--- src/rtl/audio_pkg.sv ---
// rtl/audio_pkg.sv - shared register-select codes, sweep FSM states and saturation helper
package audio_pkg;

  typedef enum logic [3:0] {
    SET_IDLE            = 4'd0,
    SET_START           = 4'd1,
    SET_POSITION        = 4'd2,
    SET_SAMPLECOUNT     = 4'd3,
    SET_LOOPSTART       = 4'd4,
    SET_LOOPEND         = 4'd5,
    SET_ISLOOPING       = 4'd6,
    SET_ISPLAYING       = 4'd7,
    SET_VOLUME          = 4'd8,
    SET_LASTSAMPLE      = 4'd9,
    SET_ISSTEREO        = 4'd10,
    SET_ISLEFT          = 4'd11,
    SET_LOOPSTARTSAMPLE = 4'd12,
    SET_CLEAR_OVR       = 4'd15
  } channel_setting_e;

  typedef enum logic [2:0] {
    ST_IDLE, ST_SELECT, ST_REQ, ST_WAIT, ST_STEP, ST_NEXT, ST_DONE
  } state_e;

  // Clamp a sign-extended value into the signed range of a w-bit word.
  function automatic logic signed [31:0] sat(input logic signed [31:0] x, input int w);
    logic signed [31:0] hi;
    logic signed [31:0] lo;
    hi = (32'sd1 <<< (w - 1)) - 32'sd1;
    lo = -hi - 32'sd1;
    if (x > hi) return hi;
    if (x < lo) return lo;
    return x;
  endfunction

endpackage

--- src/rtl/audio_dpcm_step.sv ---
// rtl/audio_dpcm_step.sv - combinational DPCM step: delta expand, integrate, loop, saturate, volume scale
module audio_dpcm_step
  import audio_pkg::*;
#(
  parameter int SAMPLE_W = 16,
  parameter int DELTA_W  = 12,
  parameter int VOL_W    = 8,
  parameter int POS_W    = 24
) (
  input  logic signed [SAMPLE_W-1:0] last_sample,
  input  logic signed [DELTA_W-1:0]  delta,
  input  logic [POS_W-1:0]           pos,
  input  logic [POS_W-1:0]           sample_count,
  input  logic [POS_W-1:0]           loop_start,
  input  logic [POS_W-1:0]           loop_end,
  input  logic                       looping,
  input  logic signed [SAMPLE_W-1:0] loop_start_sample,
  input  logic [VOL_W-1:0]           volume,
  output logic signed [SAMPLE_W-1:0] sample,
  output logic [POS_W-1:0]           next_pos,
  output logic                       finished,
  output logic signed [SAMPLE_W:0]   scaled
);

  logic signed [SAMPLE_W:0]       delta_x;
  logic signed [SAMPLE_W:0]       sum;
  logic [POS_W:0]                 pos_p1;
  logic                           wrap;
  logic signed [SAMPLE_W+VOL_W:0] prod;

  // pos+1 is kept one bit wider so the end/loop compares cannot wrap
  assign pos_p1   = {1'b0, pos} + {{POS_W{1'b0}}, 1'b1};
  assign wrap     = looping && (pos_p1 >= {1'b0, loop_end});
  assign finished = !looping && (pos_p1 >= {1'b0, sample_count});
  assign next_pos = wrap ? loop_start : pos_p1[POS_W-1:0];

  assign delta_x = {{(SAMPLE_W + 1 - DELTA_W){delta[DELTA_W-1]}}, delta};
  assign sum     = wrap ? {loop_start_sample[SAMPLE_W-1], loop_start_sample}
                        : {last_sample[SAMPLE_W-1], last_sample} + (delta_x <<< 1);
  assign sample  = SAMPLE_W'(sat({{(32 - SAMPLE_W - 1){sum[SAMPLE_W]}}, sum}, SAMPLE_W));

  assign prod   = sample * signed'({1'b0, volume});
  assign scaled = (SAMPLE_W + 1)'(prod >>> VOL_W);

endmodule

--- src/rtl/audio_channel_bank.sv ---
// rtl/audio_channel_bank.sv - time-multiplexed DPCM playback bank with a single fetch port and mixer
module audio_channel_bank
  import audio_pkg::*;
#(
  parameter int NUM_CHANNELS = 8,
  parameter int SAMPLE_W     = 16,
  parameter int DELTA_W      = 12,
  parameter int VOL_W        = 8,
  parameter int POS_W        = 24,
  parameter int ADDR_W       = 32,
  localparam int CH_W        = (NUM_CHANNELS > 1) ? $clog2(NUM_CHANNELS) : 1
) (
  input  logic                       clk,
  input  logic                       rst,
  input  logic                       w_valid,
  input  logic [CH_W-1:0]            w_channel,
  input  logic [3:0]                 w_select,
  input  logic [POS_W-1:0]           w_data,
  input  logic                       lrclk,
  output logic                       o_fetch_valid,
  output logic [ADDR_W-1:0]          o_fetch_addr,
  input  logic                       i_fetch_ready,
  input  logic                       i_delta_valid,
  input  logic signed [DELTA_W-1:0]  i_delta,
  output logic signed [SAMPLE_W-1:0] o_mix,
  output logic                       o_mix_valid,
  output logic                       o_busy,
  output logic                       o_overrun
);

  localparam int ACC_W = SAMPLE_W + $clog2(NUM_CHANNELS) + 1;

  logic [POS_W-1:0]           start_r [NUM_CHANNELS];
  logic [POS_W-1:0]           pos_r   [NUM_CHANNELS];
  logic [POS_W-1:0]           count_r [NUM_CHANNELS];
  logic [POS_W-1:0]           lstart_r[NUM_CHANNELS];
  logic [POS_W-1:0]           lend_r  [NUM_CHANNELS];
  logic signed [SAMPLE_W-1:0] last_r  [NUM_CHANNELS];
  logic signed [SAMPLE_W-1:0] lss_r   [NUM_CHANNELS];
  logic [VOL_W-1:0]           vol_r   [NUM_CHANNELS];
  logic [NUM_CHANNELS-1:0]    playing_r, looping_r, stereo_r, left_r;

  state_e                     state, state_next;
  logic [CH_W-1:0]            ch;
  logic signed [ACC_W-1:0]    acc;
  logic signed [DELTA_W-1:0]  delta_q;
  logic                       lrclk_q;
  logic                       lr_edge;
  logic [ADDR_W-1:0]          addr_calc;
  logic signed [SAMPLE_W-1:0] step_sample;
  logic [POS_W-1:0]           step_pos;
  logic                       step_finished;
  logic signed [SAMPLE_W:0]   step_scaled;

  assign lr_edge       = lrclk && !lrclk_q;
  assign o_busy        = (state != ST_IDLE);
  assign o_fetch_valid = (state == ST_REQ);

  always_comb begin
    addr_calc = ADDR_W'(start_r[ch]);
    if (stereo_r[ch])
      addr_calc = addr_calc + (ADDR_W'(pos_r[ch]) << 1) + (left_r[ch] ? ADDR_W'(2) : ADDR_W'(3));
    else
      addr_calc = addr_calc + ADDR_W'(pos_r[ch]) + ADDR_W'(1);
  end

  audio_dpcm_step #(
    .SAMPLE_W(SAMPLE_W), .DELTA_W(DELTA_W), .VOL_W(VOL_W), .POS_W(POS_W)
  ) u_step (
    .last_sample      (last_r[ch]),
    .delta            (delta_q),
    .pos              (pos_r[ch]),
    .sample_count     (count_r[ch]),
    .loop_start       (lstart_r[ch]),
    .loop_end         (lend_r[ch]),
    .looping          (looping_r[ch]),
    .loop_start_sample(lss_r[ch]),
    .volume           (vol_r[ch]),
    .sample           (step_sample),
    .next_pos         (step_pos),
    .finished         (step_finished),
    .scaled           (step_scaled)
  );

  always_comb begin
    state_next = state;
    case (state)
      ST_IDLE:   if (lr_edge) state_next = ST_SELECT;
      ST_SELECT: state_next = playing_r[ch] ? ST_REQ : ST_NEXT;
      ST_REQ:    if (i_fetch_ready) state_next = ST_WAIT;
      ST_WAIT:   if (i_delta_valid) state_next = ST_STEP;
      ST_STEP:   state_next = ST_NEXT;
      ST_NEXT:   state_next = (ch == CH_W'(NUM_CHANNELS - 1)) ? ST_DONE : ST_SELECT;
      ST_DONE:   state_next = ST_IDLE;
      default:   state_next = ST_IDLE;
    endcase
  end

  always_ff @(posedge clk or posedge rst) begin
    if (rst) begin
      state        <= ST_IDLE;
      ch           <= '0;
      acc          <= '0;
      delta_q      <= '0;
      lrclk_q      <= 1'b0;
      o_fetch_addr <= '0;
      o_mix        <= '0;
      o_mix_valid  <= 1'b0;
      o_overrun    <= 1'b0;
    end else begin
      state       <= state_next;
      lrclk_q     <= lrclk;
      o_mix_valid <= 1'b0;
      if (state == ST_IDLE && lr_edge) begin
        ch  <= '0;
        acc <= '0;
      end
      if (state == ST_SELECT) o_fetch_addr <= addr_calc;
      if (state == ST_WAIT && i_delta_valid) delta_q <= i_delta;
      if (state == ST_STEP)
        acc <= acc + {{(ACC_W - SAMPLE_W - 1){step_scaled[SAMPLE_W]}}, step_scaled};
      if (state == ST_NEXT && ch != CH_W'(NUM_CHANNELS - 1)) ch <= ch + 1'b1;
      if (state == ST_DONE) begin
        o_mix       <= SAMPLE_W'(sat({{(32 - ACC_W){acc[ACC_W-1]}}, acc}, SAMPLE_W));
        o_mix_valid <= 1'b1;
      end
      if (w_valid && w_select == SET_CLEAR_OVR) o_overrun <= 1'b0;
      if (lr_edge && state != ST_IDLE) o_overrun <= 1'b1;
    end
  end

  // Engine update first, host write after it so the host wins on a collision.
  always_ff @(posedge clk or posedge rst) begin
    if (rst) begin
      for (int i = 0; i < NUM_CHANNELS; i++) begin
        start_r[i]  <= '0;
        pos_r[i]    <= '0;
        count_r[i]  <= '0;
        lstart_r[i] <= '0;
        lend_r[i]   <= '0;
        last_r[i]   <= '0;
        lss_r[i]    <= '0;
        vol_r[i]    <= '0;
      end
      playing_r <= '0;
      looping_r <= '0;
      stereo_r  <= '0;
      left_r    <= '0;
    end else begin
      if (state == ST_STEP) begin
        pos_r[ch]  <= step_pos;
        last_r[ch] <= step_sample;
        if (step_pos == lstart_r[ch]) lss_r[ch] <= step_sample;
        if (step_finished) playing_r[ch] <= 1'b0;
      end
      if (w_valid) begin
        case (channel_setting_e'(w_select))
          SET_START:           start_r[w_channel]   <= w_data;
          SET_POSITION:        pos_r[w_channel]     <= w_data;
          SET_SAMPLECOUNT:     count_r[w_channel]   <= w_data;
          SET_LOOPSTART:       lstart_r[w_channel]  <= w_data;
          SET_LOOPEND:         lend_r[w_channel]    <= w_data;
          SET_ISLOOPING:       looping_r[w_channel] <= w_data[0];
          SET_ISPLAYING:       playing_r[w_channel] <= w_data[0];
          SET_VOLUME:          vol_r[w_channel]     <= w_data[VOL_W-1:0];
          SET_LASTSAMPLE:      last_r[w_channel]    <= w_data[SAMPLE_W-1:0];
          SET_ISSTEREO:        stereo_r[w_channel]  <= w_data[0];
          SET_ISLEFT:          left_r[w_channel]    <= w_data[0];
          SET_LOOPSTARTSAMPLE: lss_r[w_channel]     <= w_data[SAMPLE_W-1:0];
          default: ;
        endcase
      end
    end
  end

endmodule
--- config.mk ---
export PLATFORM = sky130hd
export DESIGN_NAME = audio_channel_bank
export DESIGN_NICKNAME = d
export VERILOG_FILES = /design/src/rtl/audio_pkg.sv /design/src/rtl/audio_dpcm_step.sv /design/src/rtl/audio_channel_bank.sv
export SDC_FILE = /design/constraint.sdc
export NUM_CORES = 2
export LEC_CHECK = 0
export CAP_MARGIN = 20
export CELL_PAD_IN_SITES_DETAIL_PLACEMENT = 1
export CELL_PAD_IN_SITES_GLOBAL_PLACEMENT = 1
export CORE_ASPECT_RATIO = 2
export CORE_UTILIZATION = 30
export CTS_BUF_LIST = sky130_fd_sc_hd__clkbuf_4
export DETAILED_ROUTE_END_ITERATION = 6
export PLACE_DENSITY = 0.6
export SLEW_MARGIN = 20
export SYNTH_ARGS = -nofsm -noshare
export SYNTH_HDL_FRONTEND = slang
export SYNTH_SLANG_ARGS = --single-unit
--- constraint.sdc ---
create_clock -name clk -period 63.2 [get_ports clk]
set_clock_uncertainty 0.1 [all_clocks]
set_input_delay 9.48 -clock clk [delete_from_list [all_inputs] [get_ports clk]]
set_output_delay 9.48 -clock clk [all_outputs]
set_load 0.01 [all_outputs]
# After elaboration in Yosys (flattened, before gate mapping)
# Cells that the tools add are included.
[word_totals]
regBits = 1401
word_cells = 265
[classes]
add_sub_neg = 8
mul = 1
order_cmp = 14
eq_ne = 25
muxes = 108
n_bitwise = 4
n_reduce_logical = 28
[ops]
columns = ["op", "count"]
rows = [
  ["$bwmux W192", 6],
  ["$mux W128", 7],
  ["$mux W192", 3],
  ["$bwmux W128", 4],
  ["$bmux W24 S3", 5],
  ["$mux W24", 13],
  ["$mux W16", 14],
  ["$demux W24 S3", 2],
  ["$bmux W16 S3", 2],
  ["$demux W16 S3", 2],
  ["$bwmux W64", 1],
  ["$mux W8", 7],
  ["$ge A25 B24 Y1", 2],
  ["$mux W20", 2],
  ["$bwmux W8", 4],
  ["$mux W32", 1],
  ["$add A26 B2 Y27", 1],
  ["$add A24 B25 Y26", 1],
  ["$add A25 B1 Y26 const B", 1],
  ["$add A24 B1 Y25 const B", 1],
  ["$add A24 B24 Y25", 1],
  ["$mul A16 B9 Y25", 1],
  ["$bmux W8 S3", 1],
  ["$demux W8 S3", 1],
  ["other kinds (38)", 105],
]

# Depth between registers and ports, before layout
[depth]
ltp_word = 19
mapped_depth = 58

# Modules after synthesis
# From an unflattened synthesis, not the netlist that was laid out.
[hier_totals]
cells_unflattened = 6911
area_unflattened_um2 = 76022.9
[by_module_without_submodules]
columns = ["module", "instances", "cells_each", "area_per_inst_um2", "seq_area_each_um2"]
rows = [
  ["audio_channel_bank", 1, 6001, 68670.9, 34908.5],
  ["audio_dpcm_step", 1, 910, 7352.1, 0.0],
]

# Worst setup path after synthesis
# Ideal clock, no wire load.
[synth_timing]
kind = "register -> register"
from = "reg ch[2]"
to = "reg acc[19]"
setup_ns = 0.099
arrival_time_ns = 12.120
required_time_ns = 63.001
path_slack_ns = 50.880
path_stages_with_launch = 57
n_path_buf = 12
period_less_slack_ns = 12.320
path_cell_list = "dfrtp_1 buf_4 buf_6 buf_4 buf_4 buf_4 buf_2 nor2_1 clkbuf_1 clkbuf_1 clkbuf_1 buf_1 a22oi_1 nand4_1 ha_1 fa_1 a21oi_1 o21ai_0 [... 21 more ...] o21ai_0 nor2_1 nor2b_1 o21a_1 nor2_1 xnor2_1 ha_1 o21a_1 a2111oi_0 o31ai_1 o41ai_1 o21bai_1 o21a_1 a31oi_1 xor2_1 o21a_1 o2111a_1 a311oi_1"
[synth_via]
elab_chain_cells = 16
[synth_lines]
columns = ["element", "line_no", "source"]
rows = [
  ["from (decl)", "audio_channel_bank.sv:44", "logic [CH_W-1:0] ch;"],
  ["from (signal assigned)", "audio_channel_bank.sv:122", "if (state == ST_NEXT && ch != CH_W'(NUM_CHANNELS - 1)) ch <= ch + 1'b1;"],
  ["$not A3 Y4 (implied by the code)", "--", ""],
  ["$bmux W24 S3", "audio_channel_bank.sv:72", ".pos (pos_r[ch]),"],
  ["$mux W24 (implied by the code) (2 in series)", "audio_channel_bank.sv:72", ""],
  ["$add A24 B1 Y25", "audio_dpcm_step.sv:32", "assign pos_p1 = {1'b0, pos} + {{POS_W{1'b0}}, 1'b1};"],
  ["$ge A25 B24 Y1", "audio_dpcm_step.sv:33", "assign wrap = looping && (pos_p1 >= {1'b0, loop_end});"],
  ["$logic_and A1 B1 Y1", "audio_dpcm_step.sv:33", ""],
  ["$mux W17", "audio_dpcm_step.sv:38", "assign sum = wrap ? {loop_start_sample[SAMPLE_W-1], loop_start_sample}"],
  ["$lt A17 B16 Y1", "audio_pkg.sv:32", "if (x < lo) return lo;"],
  ["$mux W1 (2 in series)", "audio_pkg.sv:32", ""],
  ["$mux W16", "audio_pkg.sv:33", "return x;"],
  ["$mux W16", "audio_pkg.sv:32", ""],
  ["$mul A16 B9 Y25 (*)", "audio_dpcm_step.sv:42", "assign prod = sample * signed'({1'b0, volume});"],
  ["$add A20 B20 Y20 (*)", "audio_channel_bank.sv:121", "acc <= acc + {{(ACC_W - SAMPLE_W - 1){step_scaled[SAMPLE_W]}}, step_scaled};"],
  ["$mux W20 (*)", "audio_channel_bank.sv:120", "if (state == ST_STEP)"],
  ["to (signal assigned)", "audio_channel_bank.sv:121", ""],
  ["to (decl)", "audio_channel_bank.sv:45", "logic signed [ACC_W-1:0] acc;"],
]
# Every way passes the cells marked *; elsewhere a longest branch is shown, timed or not. The select of a mux whose other input is x is not followed.
# A chain may end at the register's enable or synchronous reset.

# Final worst setup path
[layout_timing]
from = "reg ch[0]"
to = "reg acc[19]"
# Same word-level chain as after synthesis.

==> impl_metrics.toml <==
[clock_network]
htree_levels = 5
worstSkewPairLatency_ns = 1.36
clockBufferDepth = 4
hold_buffers = 0
cts.sinks = 1395
root_buffer = "clkbuf_4"
ctsResizeCount = 0
cts_tree = "built"
postCtsSetupBuffers = 0
cts.clk_slew.worst_paths_ns = 0.08
numCtsBuffers = 340

[timing]
hold_viol = 0
period_needed_ns = 16.41
setup_slack_ns = 46.79
grt_setup_unrepaired = "no"
tns_ns = 0
fmax_ghz = 0.0609
slew_viol_final = 0
finalCritPeriodShare_pct = 26.0
setup_violations = 0
tightest_slew_ns = 1.18
maxSlewHeadroom_pct = 21.1

[yosys]
synth_top_area_share_pct = 46.6
synth_top_cell_by_area = "dfrtp_1"
synth.most_common_cell = "dfrtp_1"
synth-main-ff-cell = "dfrtp_1"
yosysWarnings = 0
ys_ff_latch = 1395
synth.avg_cell_area_sq_um = 10.4
ys_top_cells_by_area = "dfrtp_1, mux2_2, a22oi_1"
synth-edff-count = 0
ys_async_sr_fraction_pct = 100
ys_types = 100
synth.yosys.seq_area_share_pct = 46.6
yosys-top-cells-count = "dfrtp_1, mux2_2, nor2_1"
syn_area_sq_um = 75000
syn_inst = 7198

[hold_path]
hp-class = "register to register"

[routing]
vias = 59600
drtIter0Drc = 3296
wl_per_cell_microns = 28.6
ant_nets = 0
drc = 49
dr.pass1.iters = 7
routed_wl_microns = 307000
avgViaCountPerCell = 5.55

[finish]
nets = 7590
fin_util_pct = 33.7
area_growth_pct = 11.6
num-fill-cells = 27700
drive_above_1_share_pct = 23.9

[floorplanning]
die_width_microns = 356
rows = 259
ios = 101
initial_utilization_pct = 30.2
die_area_sq_um = 252000
core_area_sq_um = 249000
chipHeight_microns = 709

[setup_path]
startpoint_type = "register"
endpoint_kind = "register"
slowest_delay_ns = 0.95
cp_slowest_cell = "mux2i_2"
path_max_fanout = 65
crit_top_cell = "nand2_1"
worstSetupPathType = "register to register"
required_ns = 64.28
worstPathArrival_ns = 17.50

[global_routing]
overflow = 0
grt_antenna_before_repair = 13
track_usage_pct = 24.3
grt_max_degree = 164
grt_pass1_vias = 65600
grt_pass1_wl_microns = 451000

[placement]
dpl_worst_slack_ns = 47.02
place.gp.congestion = 0.926
port-buffer-count = 94
hpwl_microns = 208000

[flow_run]
max_cap_violations = 0

[run_status]
failed_checks = "design-rule violations"
status = "complete, but fails checks"
-- flip-flops by register name, indices dropped and copies added (netlist names), 8 cells and up --
name,cells
stereo_r,8
o_mix,16
lss_r,128
acc,20
left_r,8
vol_r,64
delta_q,12
start_r,192
lend_r,192
pos_r,192
lstart_r,192
o_fetch_addr,26
last_r,128
playing_r,8
looping_r,8
count_r,192
-- area by class of cell --
| type | instances | area, sq um | share of cell area (%) |
|---|---|---|---|
| Multi-Input combinational cell | 5011 | 37300 | 44.6 |
| Clock buffer | 481 | 3610 | 4.32 |
| Clock inverter | 84 | 498 | 0.595 |
| Sequential cell | 1395 | 34900 | 41.7 |
| Antenna cell | 19 | 47.5 | 0.0568 |
| Inverter | 190 | 721 | 0.861 |
| Tap cell | 3262 | 4080 | 4.88 |
| Timing Repair Buffer | 295 | 2490 | 2.98 |
-- kinds of logic (layout without fill, tap and decap cells) --
logic type	after synthesis	in the layout	synth area share [%]
buffers and inverters	797	1050	4.25
and+or+nand+nor	1662	1662	10.1
AOI/OAI and AO/OA	1781	1781	14.6
DFF	1395	1395	46.6
xor gates and xnor gates	112	112	1.34
adders and majority gates	308	308	6.19
muxes	1142	1142	17.0
other	1	25	0.00500
-- through the flow --
step / hold slack (ns) / instance area (sq um) / cells
CTS: 0.370 / 83500 / 10700
global placement: 0.349 / 79400 / 10200
global route: 0.393 / 83700 / 10700
detailed placement: 0.355 / 79400 / 10200
finish: 0.364 / 83700 / 10700
floorplan: 0.372 / 75000 / 7203
-- worst paths after layout --
kind / slack (ns) / cells past startpoint / from / endpoint
setup / recovery: 46.79 / 52 / ch[0] / acc[19]
hold / removal: 0.36 / 2 / o_mix[5] / o_mix[5]
setup reg to reg: 46.79 / 52 / ch[0] / acc[19]
hold reg to reg: 0.36 / 2 / o_mix[5] / o_mix[5]
max in group asynchronous: 49.75 / 8 / rst / ch[1]
min in group asynchronous: 8.56 / 2 / rst / lss_r[90]
-- worst max-delay path: cells and delay by family, from the launching register on --
kind | cells | cell delay [ns]
buffers and inverters | 8 | 2.11
AO/OA/AOI/OAI | 19 | 5.32
XOR/XNOR | 1 | 0.16
multiplexers | 1 | 0.95
flip-flops | 1 | 0.61
AND/OR/NAND/NOR | 15 | 3.72
adder cells (fa/ha/maj) | 8 | 3.19
-- placed cells by master (no fill, tap or decap), drive strengths merged, types with 19 or more instances in the layout --
| cell type | n |
|---|---|
| nor3 | 37 |
| diode | 19 |
| a21o | 31 |
| buf | 223 |
| nand2 | 542 |
| a211oi | 23 |
| dfrtp | 1395 |
| mux2i | 221 |
| o31ai | 19 |
| inv | 198 |
| and3 | 23 |
| a221oi | 45 |
| or4 | 22 |
| a22o | 23 |
| nand3 | 45 |
| nor2b | 29 |
| a21oi | 592 |
| fa | 105 |
| and2 | 22 |
| a22oi | 403 |
| o22ai | 96 |
| mux2 | 908 |
| o21ai | 419 |
| o21a | 26 |
| xor2 | 39 |
| nand4 | 71 |
| clkdlybuf4s50 | 72 |
| xnor2 | 72 |
| clkbuf | 481 |
| ha | 203 |
| and4 | 44 |
| nor2 | 725 |
| nand2b | 27 |
| clkinv | 68 |
-- per-layer routing --
metal / vias up / GRT usage [%] / part of all wire (%)
met2: 1687 / 44.9 / 53
met3: 862 / 3.57 / 4.0
li1: 25900 / - / -
met4: 8 / 19.5 / 8.7
met1: 31200 / 23.9 / 34
met5: - / 0 / 0.020
Power is left out: the tool's default activity adds up to more than one toggle a clock period on the data nets, which glitch-free logic cannot reach.
